===== src/rtl/z80fi_seq_check_pkg.sv =====
// z80fi_pkg: shared definitions for the Z80FI sequence checker.
//   REGS_W and field LSB offsets of the packed register state
//   {A,B,C,D,E,H,L,F,I,R,IX,IY,SP,IP,IFF1,IFF2} (A at the MSB end),
//   err bit indices, the shadow-memory slot record and the continuity mask helper.
package z80fi_pkg;

  localparam int REGS_W   = 146;

  localparam int IFF2_LSB = 0;
  localparam int IFF1_LSB = 1;
  localparam int IP_LSB   = 2;
  localparam int SP_LSB   = 18;
  localparam int IY_LSB   = 34;
  localparam int IX_LSB   = 50;
  localparam int R_LSB    = 66;
  localparam int I_LSB    = 74;
  localparam int F_LSB    = 82;
  localparam int L_LSB    = 90;
  localparam int H_LSB    = 98;
  localparam int E_LSB    = 106;
  localparam int D_LSB    = 114;
  localparam int C_LSB    = 122;
  localparam int B_LSB    = 130;
  localparam int A_LSB    = 138;

  localparam int ERR_W     = 4;
  localparam int ERR_CONT  = 0;
  localparam int ERR_RAW   = 1;
  localparam int ERR_PROTO = 2;
  localparam int ERR_OVF   = 3;

  typedef struct packed {
    logic        valid;
    logic [15:0] addr;
    logic [7:0]  data;
  } shadow_slot_t;

  // Bits that take part in the regs_in/prev_out comparison. R is a free-running
  // refresh counter, so it is normally left out.
  function automatic logic [REGS_W-1:0] cont_mask(input bit check_r);
    logic [REGS_W-1:0] m;
    m = '1;
    if (!check_r) m[R_LSB +: 8] = 8'h00;
    return m;
  endfunction

endpackage


===== src/rtl/z80fi_seq_check_if.sv =====
// z80fi_seq_check_if: one retirement record of the Z80FI stream.
//   valid                retirement strobe
//   regs_in / regs_out   packed pre/post register state
//   mem_rd/raddr/rdata   two read ports, [0]=rd, [1]=rd2
//   mem_wr/waddr/wdata   two write ports, [0]=wr, [1]=wr2
// master = the core/formal harness producing retirements, slave = checkers.
interface z80fi_seq_check_if;
  import z80fi_pkg::*;

  logic                   valid;
  logic [REGS_W-1:0]      regs_in;
  logic [REGS_W-1:0]      regs_out;
  logic [1:0]             mem_rd;
  logic [1:0][15:0]       mem_raddr;
  logic [1:0][7:0]        mem_rdata;
  logic [1:0]             mem_wr;
  logic [1:0][15:0]       mem_waddr;
  logic [1:0][7:0]        mem_wdata;

  modport master (
    output valid, regs_in, regs_out,
    output mem_rd, mem_raddr, mem_rdata,
    output mem_wr, mem_waddr, mem_wdata
  );

  modport slave (
    input valid, regs_in, regs_out,
    input mem_rd, mem_raddr, mem_rdata,
    input mem_wr, mem_waddr, mem_wdata
  );

endinterface


===== src/rtl/z80fi_seq_check_shadow_mem.sv =====
// z80fi_shadow_mem: small fully associative shadow of bytes written by retired
// instructions.
//   clk, reset          clock / synchronous active-low reset (all slots invalid)
//   upd                 apply this cycle's writes (retirement strobe)
//   raddr[2]            lookup addresses; rhit/hit_data reflect the state
//                       before this cycle's writes
//   wr/waddr/wdata[2]   write ports, applied port 0 then port 1
//   ovf                 pulse: a write found no free slot and evicted the slot
//                       at the round-robin pointer
module z80fi_shadow_mem
  import z80fi_pkg::*;
#(
  parameter int NUM_SLOTS = 4
) (
  input  logic            clk,
  input  logic            reset,
  input  logic            upd,
  input  logic [1:0][15:0] raddr,
  output logic [1:0]      rhit,
  output logic [1:0][7:0] hit_data,
  input  logic [1:0]      wr,
  input  logic [1:0][15:0] waddr,
  input  logic [1:0][7:0] wdata,
  output logic            ovf
);

  localparam int IDX_W = (NUM_SLOTS > 1) ? $clog2(NUM_SLOTS) : 1;

  shadow_slot_t     slots [NUM_SLOTS];
  logic [IDX_W-1:0] rr;
  logic [IDX_W-1:0] rr_mid;
  logic [IDX_W-1:0] rr_next;

  logic             hit0, free0, hit1, free1;
  logic [IDX_W-1:0] hidx0, fidx0, hidx1, fidx1;
  logic [IDX_W-1:0] idx0, idx1;
  logic             ovf0, ovf1, same_addr;

  function automatic logic [IDX_W-1:0] rr_inc(input logic [IDX_W-1:0] v);
    if (v == IDX_W'(NUM_SLOTS - 1)) return '0;
    return v + IDX_W'(1);
  endfunction

  always_comb begin
    rhit     = '0;
    hit_data = '0;
    for (int p = 0; p < 2; p++) begin
      for (int i = 0; i < NUM_SLOTS; i++) begin
        if (slots[i].valid && (slots[i].addr == raddr[p])) begin
          rhit[p]     = 1'b1;
          hit_data[p] = slots[i].data;
        end
      end
    end
  end

  // Slot selection. Searches run from the top index down so the lowest matching
  // slot wins. Port 1 sees the table as port 0 leaves it: the slot port 0 is
  // about to write now holds waddr[0], so it is neither free nor a hit for a
  // different port-1 address.
  always_comb begin
    hit0  = 1'b0;
    hidx0 = '0;
    free0 = 1'b0;
    fidx0 = '0;
    for (int i = NUM_SLOTS - 1; i >= 0; i--) begin
      if (slots[i].valid && (slots[i].addr == waddr[0])) begin
        hit0  = 1'b1;
        hidx0 = IDX_W'(i);
      end
      if (!slots[i].valid) begin
        free0 = 1'b1;
        fidx0 = IDX_W'(i);
      end
    end
    ovf0   = wr[0] && !hit0 && !free0;
    idx0   = hit0 ? hidx0 : (free0 ? fidx0 : rr);
    rr_mid = ovf0 ? rr_inc(rr) : rr;

    same_addr = wr[0] && (waddr[1] == waddr[0]);
    hit1  = 1'b0;
    hidx1 = '0;
    free1 = 1'b0;
    fidx1 = '0;
    for (int i = NUM_SLOTS - 1; i >= 0; i--) begin
      if (!(wr[0] && (IDX_W'(i) == idx0))) begin
        if (slots[i].valid && (slots[i].addr == waddr[1])) begin
          hit1  = 1'b1;
          hidx1 = IDX_W'(i);
        end
        if (!slots[i].valid) begin
          free1 = 1'b1;
          fidx1 = IDX_W'(i);
        end
      end
    end
    ovf1    = wr[1] && !same_addr && !hit1 && !free1;
    idx1    = same_addr ? idx0 : (hit1 ? hidx1 : (free1 ? fidx1 : rr_mid));
    rr_next = ovf1 ? rr_inc(rr_mid) : rr_mid;
    ovf     = upd && (ovf0 || ovf1);
  end

  // Port 1 is written last so it wins whenever both ports land in one slot.
  always_ff @(posedge clk) begin
    if (!reset) begin
      for (int i = 0; i < NUM_SLOTS; i++) slots[i] <= '0;
      rr <= '0;
    end else if (upd) begin
      if (wr[0]) slots[idx0] <= '{valid: 1'b1, addr: waddr[0], data: wdata[0]};
      if (wr[1]) slots[idx1] <= '{valid: 1'b1, addr: waddr[1], data: wdata[1]};
      rr <= rr_next;
    end
  end

endmodule


===== src/rtl/z80fi_seq_check.sv =====
// z80fi_seq_check: multi-instruction checker on the Z80FI retirement stream.
// Checks register continuity between consecutive retirements and memory
// read-after-write consistency against a shadow memory.
//   clk, reset     clock / synchronous active-low reset
//   bus (slave)    retirement record, see z80fi_seq_check_if
//   insn_count     retired instructions since reset, saturating
//   in_window      insn_count lies inside [WIN_START, WIN_START+WIN_LEN)
//   err            sticky: [0] continuity, [1] RAW mismatch, [2] strobe
//                  protocol, [3] shadow overflow
module z80fi_seq_check
  import z80fi_pkg::*;
#(
  parameter int NUM_SLOTS = 4,
  parameter int WIN_START = 0,
  parameter int WIN_LEN   = 8,
  parameter bit CHECK_R   = 1'b0,
  parameter int CNT_W     = 8
) (
  input  logic             clk,
  input  logic             reset,
  z80fi_seq_check_if.slave bus,
  output logic [CNT_W-1:0] insn_count,
  output logic             in_window,
  output logic [ERR_W-1:0] err
);

  localparam logic [REGS_W-1:0] CMP_MASK = cont_mask(CHECK_R);

  logic [REGS_W-1:0] prev_out;
  logic              have_prev;
  logic [31:0]       count_ext;
  logic              lo_ok, hi_ok;
  logic [1:0]        rhit;
  logic [1:0][7:0]   shadow_data;
  logic              ovf;
  logic [ERR_W-1:0]  err_now;

  assign count_ext = 32'(insn_count);

  // Open bounds are elaborated away so no comparison against zero remains.
  if (WIN_START == 0) begin : g_lo_open
    assign lo_ok = 1'b1;
  end else begin : g_lo
    assign lo_ok = (count_ext >= 32'(WIN_START));
  end

  if (WIN_LEN == 0) begin : g_hi_open
    assign hi_ok = 1'b1;
  end else begin : g_hi
    assign hi_ok = (count_ext < 32'(WIN_START + WIN_LEN));
  end

  assign in_window = lo_ok && hi_ok;

  z80fi_shadow_mem #(
    .NUM_SLOTS(NUM_SLOTS)
  ) u_shadow (
    .clk      (clk),
    .reset    (reset),
    .upd      (bus.valid),
    .raddr    (bus.mem_raddr),
    .rhit     (rhit),
    .hit_data (shadow_data),
    .wr       (bus.mem_wr),
    .waddr    (bus.mem_waddr),
    .wdata    (bus.mem_wdata),
    .ovf      (ovf)
  );

  // Reads compare against the shadow as it stood before this instruction's
  // writes; a shadow miss means nothing is known about that byte.
  always_comb begin
    err_now = '0;
    err_now[ERR_CONT] = have_prev && in_window &&
                        (((bus.regs_in ^ prev_out) & CMP_MASK) != '0);
    for (int p = 0; p < 2; p++) begin
      if (in_window && bus.mem_rd[p] && rhit[p] &&
          (shadow_data[p] != bus.mem_rdata[p])) begin
        err_now[ERR_RAW] = 1'b1;
      end
    end
    err_now[ERR_PROTO] = (bus.mem_rd[1] && !bus.mem_rd[0]) ||
                         (bus.mem_wr[1] && !bus.mem_wr[0]);
    err_now[ERR_OVF]   = ovf;
  end

  always_ff @(posedge clk) begin
    if (!reset) begin
      insn_count <= '0;
      have_prev  <= 1'b0;
      prev_out   <= '0;
      err        <= '0;
    end else if (bus.valid) begin
      if (insn_count != {CNT_W{1'b1}}) insn_count <= insn_count + CNT_W'(1);
      have_prev <= 1'b1;
      prev_out  <= bus.regs_out;
      err       <= err | err_now;
    end
  end

`ifdef FORMAL
  always_ff @(posedge clk) begin
    if (reset) assert (err == '0);
    cover (bus.valid && in_window && have_prev);
  end
`endif

endmodule


===== src/flat_wrapper.sv =====
// flat-port wrapper written by rule: the top's interface ports become plain ports
module z80fi_seq_check_flat import z80fi_pkg::*;
#(
  parameter int NUM_SLOTS = 4,
  parameter int WIN_START = 0,
  parameter int WIN_LEN   = 8,
  parameter bit CHECK_R   = 1'b0,
  parameter int CNT_W     = 8
)
  (clk, reset, insn_count, in_window, err, bus_valid, bus_regs_in, bus_regs_out, bus_mem_rd, bus_mem_raddr, bus_mem_rdata, bus_mem_wr, bus_mem_waddr, bus_mem_wdata);
  z80fi_seq_check_if bus_i ();
  input  logic clk;
  input  logic reset;
  output logic [CNT_W-1:0] insn_count;
  output logic in_window;
  output logic [ERR_W-1:0] err;
  input wire logic [$bits(bus_i.valid)-1:0] bus_valid;
  input wire logic [$bits(bus_i.regs_in)-1:0] bus_regs_in;
  input wire logic [$bits(bus_i.regs_out)-1:0] bus_regs_out;
  input wire logic [$bits(bus_i.mem_rd)-1:0] bus_mem_rd;
  input wire logic [$bits(bus_i.mem_raddr)-1:0] bus_mem_raddr;
  input wire logic [$bits(bus_i.mem_rdata)-1:0] bus_mem_rdata;
  input wire logic [$bits(bus_i.mem_wr)-1:0] bus_mem_wr;
  input wire logic [$bits(bus_i.mem_waddr)-1:0] bus_mem_waddr;
  input wire logic [$bits(bus_i.mem_wdata)-1:0] bus_mem_wdata;
  assign bus_i.valid = bus_valid;
  assign bus_i.regs_in = bus_regs_in;
  assign bus_i.regs_out = bus_regs_out;
  assign bus_i.mem_rd = bus_mem_rd;
  assign bus_i.mem_raddr = bus_mem_raddr;
  assign bus_i.mem_rdata = bus_mem_rdata;
  assign bus_i.mem_wr = bus_mem_wr;
  assign bus_i.mem_waddr = bus_mem_waddr;
  assign bus_i.mem_wdata = bus_mem_wdata;
  z80fi_seq_check #(.NUM_SLOTS(NUM_SLOTS), .WIN_START(WIN_START), .WIN_LEN(WIN_LEN), .CHECK_R(CHECK_R), .CNT_W(CNT_W)) u_core (.clk(clk), .reset(reset), .bus(bus_i), .insn_count(insn_count), .in_window(in_window), .err(err));
endmodule

===== config.mk =====
export PLATFORM = sky130hd
export DESIGN_NAME = z80fi_seq_check_flat
export DESIGN_NICKNAME = d
export VERILOG_FILES = /design/src/rtl/z80fi_seq_check_pkg.sv /design/src/rtl/z80fi_seq_check_if.sv /design/src/rtl/z80fi_seq_check_shadow_mem.sv /design/src/rtl/z80fi_seq_check.sv /design/src/flat_wrapper.sv
export SDC_FILE = /design/constraint.sdc
export NUM_CORES = 1
export LEC_CHECK = 0
export CORE_UTILIZATION = 55
export CTS_BUF_LIST = sky130_fd_sc_hd__clkbuf_8
export CTS_CLUSTER_DIAMETER = 120
export CTS_CLUSTER_SIZE = 40
export DETAILED_ROUTE_END_ITERATION = 10
export PLACE_DENSITY = 0.89
export SYNTH_ARGS = -nofsm -noshare
export SYNTH_HDL_FRONTEND = slang
export SYNTH_SLANG_ARGS = --single-unit

===== constraint.sdc =====
create_clock -name clk -period 19.4 [get_ports clk]
set_input_delay 2.91 -clock clk [delete_from_list [all_inputs] [get_ports clk]]
set_output_delay 2.91 -clock clk [all_outputs]
set_load 0.01 [all_outputs]

# After elaboration in Yosys (flattened, before gate mapping)
# Memory sizes are Yosys's and may differ from the RTL's.
# Index checks and enable logic that the tools add are counted.
# Widths: inputs -> output; s select.
[classes]
addsub = 3
n_lt_le_gt_ge = 1
n_eq_ne = 25
n_mux = 92
bitwise = 2
n_reduce_logical = 51
[op_table]
columns = ["operator", "n"]
rows = [
  ["$eq 16x16->1", 17],
  ["$reduce_bool 146->1", 1],
  ["$xor 146x146->146", 1],
  ["$mux 2", 36],
  ["$mux 8", 8],
  ["$mux 25", 2],
  ["$reduce_or 25->1", 2],
  ["$mux 1", 46],
  ["$logic_and 1x1->1", 37],
  ["$ne 8x8->1", 2],
  ["$add 8x1->8 const B", 1],
  ["$lt 8x4->1 const B", 1],
  ["$ne 8x8->1 const B", 1],
  ["$logic_not 1->1", 7],
  ["$add 2x1->2 const B", 2],
  ["$eq 2x2->1 const A", 2],
  ["$eq 2x2->1 const B", 2],
  ["$or 4x4->4", 1],
  ["$eq 1x2->1 const A", 1],
  ["$logic_not 2->1", 1],
  ["$logic_or 1x1->1", 2],
  ["$reduce_and 2->1", 1],
]
[totals]
ff_bits = 161
ram_bits = 100
input_bits = 395
out_inout_bits = 13
wordCells = 180
memories = 1
[memory_table]
columns = ["name", "words", "width", "rd", "rd_ports_with_merged_regs", "wr", "line_no", "text"]
rows = [
  ["u_core.u_shadow.slots", 4, 25, 4, 0, 4, "z80fi_seq_check_shadow_mem.sv:29", "shadow_slot_t slots [NUM_SLOTS];"],
]

# Logic depth before layout (Yosys ltp)
# An unclocked memory read counts as a cell.
[logic_depth]
depth_word = 23
ltp_mapped = 14
mapped_depth_nobuf = 11

# Hierarchy
# Synthesis repeated with hierarchy kept, for this count alone.
[unflattened]
hier_cells = 1719
hier_area_um2 = 16538.4
[by_module_without_submodules]
columns = ["module", "instances", "cells_per_inst", "area_each_um2", "seq_area_each_um2"]
rows = [
  ["z80fi_shadow_mem", 1, 996, 9106.2, 3002.9],
  ["z80fi_seq_check", 1, 723, 7432.1, 3022.9],
]

# Least setup slack after synthesis
# OpenSTA, ideal clock, no wires.
[synth_path]
path_type = "input -> register"
start = "input port bus_mem_waddr[14]"
end = "memory u_core.u_shadow.slots[3][0] (netlist bit), enable pin"
setup_time_ns = 0.490
t_arrival_ns = 7.780
required_ns = 18.910
setup_slack_ns = 11.130
cell_stages = 8
n_path_buf = 1
path_cell_list = "buf_4 xor2_1 or4b_1 or4_4 or2_1 a21oi_1 nand2_1 o311ai_0"
[synth_lines]
columns = ["item", "line_no", "text"]
rows = [
  ["start: declaration", "flat_wrapper.sv:24", "input wire logic [$bits(bus_i.mem_waddr)-1:0] bus_mem_waddr;"],
  ["end: declaration", "z80fi_seq_check_shadow_mem.sv:29", ""],
]

==> flow_summary.ini <==
[run_status]
outcome = finished, final reports clean

[worst_setup_path]
crit_fanout = 26
worstPathRequired_ns = 19.71
r2r_cells = 13
cp.arrival_ns = 8.06
crit_type = input port to register
endpoint_kind = register
reg2reg_from = u_core.u_shadow.slots[0][11]
r2r-end = u_core.u_shadow.slots[3][16]
r2r_slack_ns = 14.25
cp-start-kind = input port

[clock_network]
clk_pin_slew_worst_paths_ns = 0.24
post_cts_buffers = 0
cts_tree = done
cts_resized = 0
insertion_delay_ns = 0.58
cts_buffer_depth = 3
cts_root_buf = clkbuf_8
holdBufCountCts = 0
cts_buffers = 10
cts.sinks = 253
htreeDepth = 1

[die]
rows = 62
die-area_sq_mm = 0.0301
ios = 408
dieHeight_um = 174
initial_core_util = 0.561
core_area_sq_mm = 0.0289
fp.dieW_um = 174

[grt]
grt_pass1_vias = 14950
grt_overflow_total = 0
grt_max_degree = 100
grt_pass1_wl_um = 91300
antenna_found_initial = 17
track_usage = 0.407

[route]
via_per_inst = 6.12
drt_pass1_iterations = 6
drt-initial-drc-count = 1671
antenna_left = 0
vias = 14936
wl_um = 63700
wl_per_cell_um = 26.1
route.detailed.drc = 0

[synth]
postSynthCellCount = 1728
ys.flop_type = dfxtp_1
synthArstFlopShare = 0
yosysMostFrequentCell = mux2i_1
synth.top_cell.area_share = 0.194
synth_edf_count = 96
ys_seq_elements = 253
yosys-top-cells-area = dfxtp_1, edfxtp_1, mux2i_1, xor2_1, xnor2_1
ys_seq_area_frac = 0.372
syn_nets = 2125
avgSynthCellArea_sq_um = 9.37
syn_area_sq_mm = 0.0162
yosysTopAreaCell = dfxtp_1
yosys_warnings = 0
synthDistinctLibCells = 64
synth_commonest_cells = mux2i_1, xor2_1, xnor2_1

[run]
maxCapViolCount = 0

[worst_hold_path]
hold_path.startpoint = u_core.err[3]
hold_depth = 2
min_to = u_core.err[3]
holdCritPathClass = register to register

[sta]
min_period_ns = 7.75
rsz0062_at_grt = no
finClkSkew_ns = 0.0473
relSlewSlack = 0.183
hold_violations = 0
finalMaxSlewViolations = 0
tns_ns = 0
finalSetupViolations = 0
fmax_ghz = 0.129
max_slew.worst_pin.slew_ns = 1.22
post-route-period-util = 0.399

[cells_and_area]
final_cells = 2441
final_nets = 2434
drive_gt1_frac = 0.0225
nFillCells = 2162
syn_to_final_growth_pct = 26.5

[placement]
dp_hpwl_um = 49700
finalWeightedCongestion = 1.01
numPortBuffers = 391
dp.cells = 2409

[power_and_ir_drop]
leakage_nw = 8.39
powerDensity_mw_per_mm2 = 57.6
ir_drop_v = 0.0000755
## worst max-delay path by stage
stage	end	slack [ns]	start
2_1_floorplan	u_core.u_shadow.slots[3][0]	11.13	bus_mem_waddr[14]
3_3_place_gp	u_core.u_shadow.slots[3][16]	11.26	bus_mem_waddr[1]
3_5_place_dp	u_core.u_shadow.slots[3][16]	11.21	bus_mem_waddr[14]
4_1_cts	u_core.u_shadow.slots[3][16]	11.78	bus_mem_waddr[14]
5_1_grt	u_core.u_shadow.slots[3][16]	11.49	bus_mem_waddr[14]
6_report	u_core.u_shadow.slots[3][16]	11.65	bus_mem_waddr[14]
## registers in the layout (all words and copies together) (netlist names)
| name | count |
|---|---|
| u_core.err | 4 |
| u_core.prev_out | 138 |
| u_core.u_shadow.rr | 2 |
| u_core.insn_count | 8 |
| u_core.have_prev | 1 |
| u_core.u_shadow.slots | 100 |
## per-layer routing
metal,global-route usage,vias to the layer above,share of wire
met1,0.494,7139,0.37
met2,0.674,977,0.47
met3,0.0864,220,0.096
li1,-,6600,-
met5,0,-,0
met4,0.225,0,0.060
## placed cells by master (no fill, tap or decap), types with 12 or more instances in the layout
master	n
clkbuf_8	12
a21oi_1	13
xor2_1	234
a31oi_1	12
nor2_1	171
clkdlybuf4s50_1	390
diode_2	17
nand2_1	149
mux2i_1	239
edfxtp_1	96
o22ai_1	13
buf_4	15
nand4_1	59
inv_1	39
nand3_1	37
nor4_1	69
nor3_1	37
xnor2_1	198
dfxtp_1	157
## critical path: stages
cell	delay, ns
clkdlybuf4s50_1	0.94
xor2_1	0.19
or4b_1	0.53
or4_4	0.52
or2_1	0.26
a21oi_1	0.29
nand2_1	0.28
o2111ai_1	0.16
a22oi_1	0.15
o211a_1	0.29
o21ai_2	0.13
buf_4	0.47
o311ai_2	0.51
buf_4	0.40
## kinds of logic after synthesis
family,after synthesis,synth area share
compound gates,90,0.0385
simple gates,565,0.167
xor+xnor,432,0.234
mux,239,0.148
flops,253,0.372
buf+inv,147,0.0394
fa+ha+maj,2,0.00154
## area by class of cell
class,count,area (sq um),share of cell area
Timing Repair Buffer,406,4030,0.197
Clock buffer,11,151,0.00739
Antenna cell,17,42.5,0.00208
Inverter,38,145,0.00708
Tap cell,384,480,0.0235
Sequential cell,253,6030,0.294
Multi-Input combinational cell,1328,9570,0.467
Clock inverter,4,38.8,0.00189
## power breakdown
| part | switching [mW] | internal [mW] |
|---|---|---|
| clock | 0.169 | 0.0570 |
| sequential | 0.0522 | 0.589 |
| combinational | 0.153 | 0.160 |
## per-stage QoR
step,instance area [sq um],hold WS (ns),power (mW),util,worst slack (ns)
after floorplan,16200,0.434,0.799,-,11.13
after detailed placement,20300,0.449,0.954,0.702,11.21
after global routing,20500,0.491,1.22,0.710,11.49
after global placement,20300,0.439,0.944,0.702,11.26
after CTS,20400,0.481,1.17,0.709,11.78
final,20500,0.478,1.18,0.710,11.65
No activity file was read; power rests on OpenSTA's default activity.
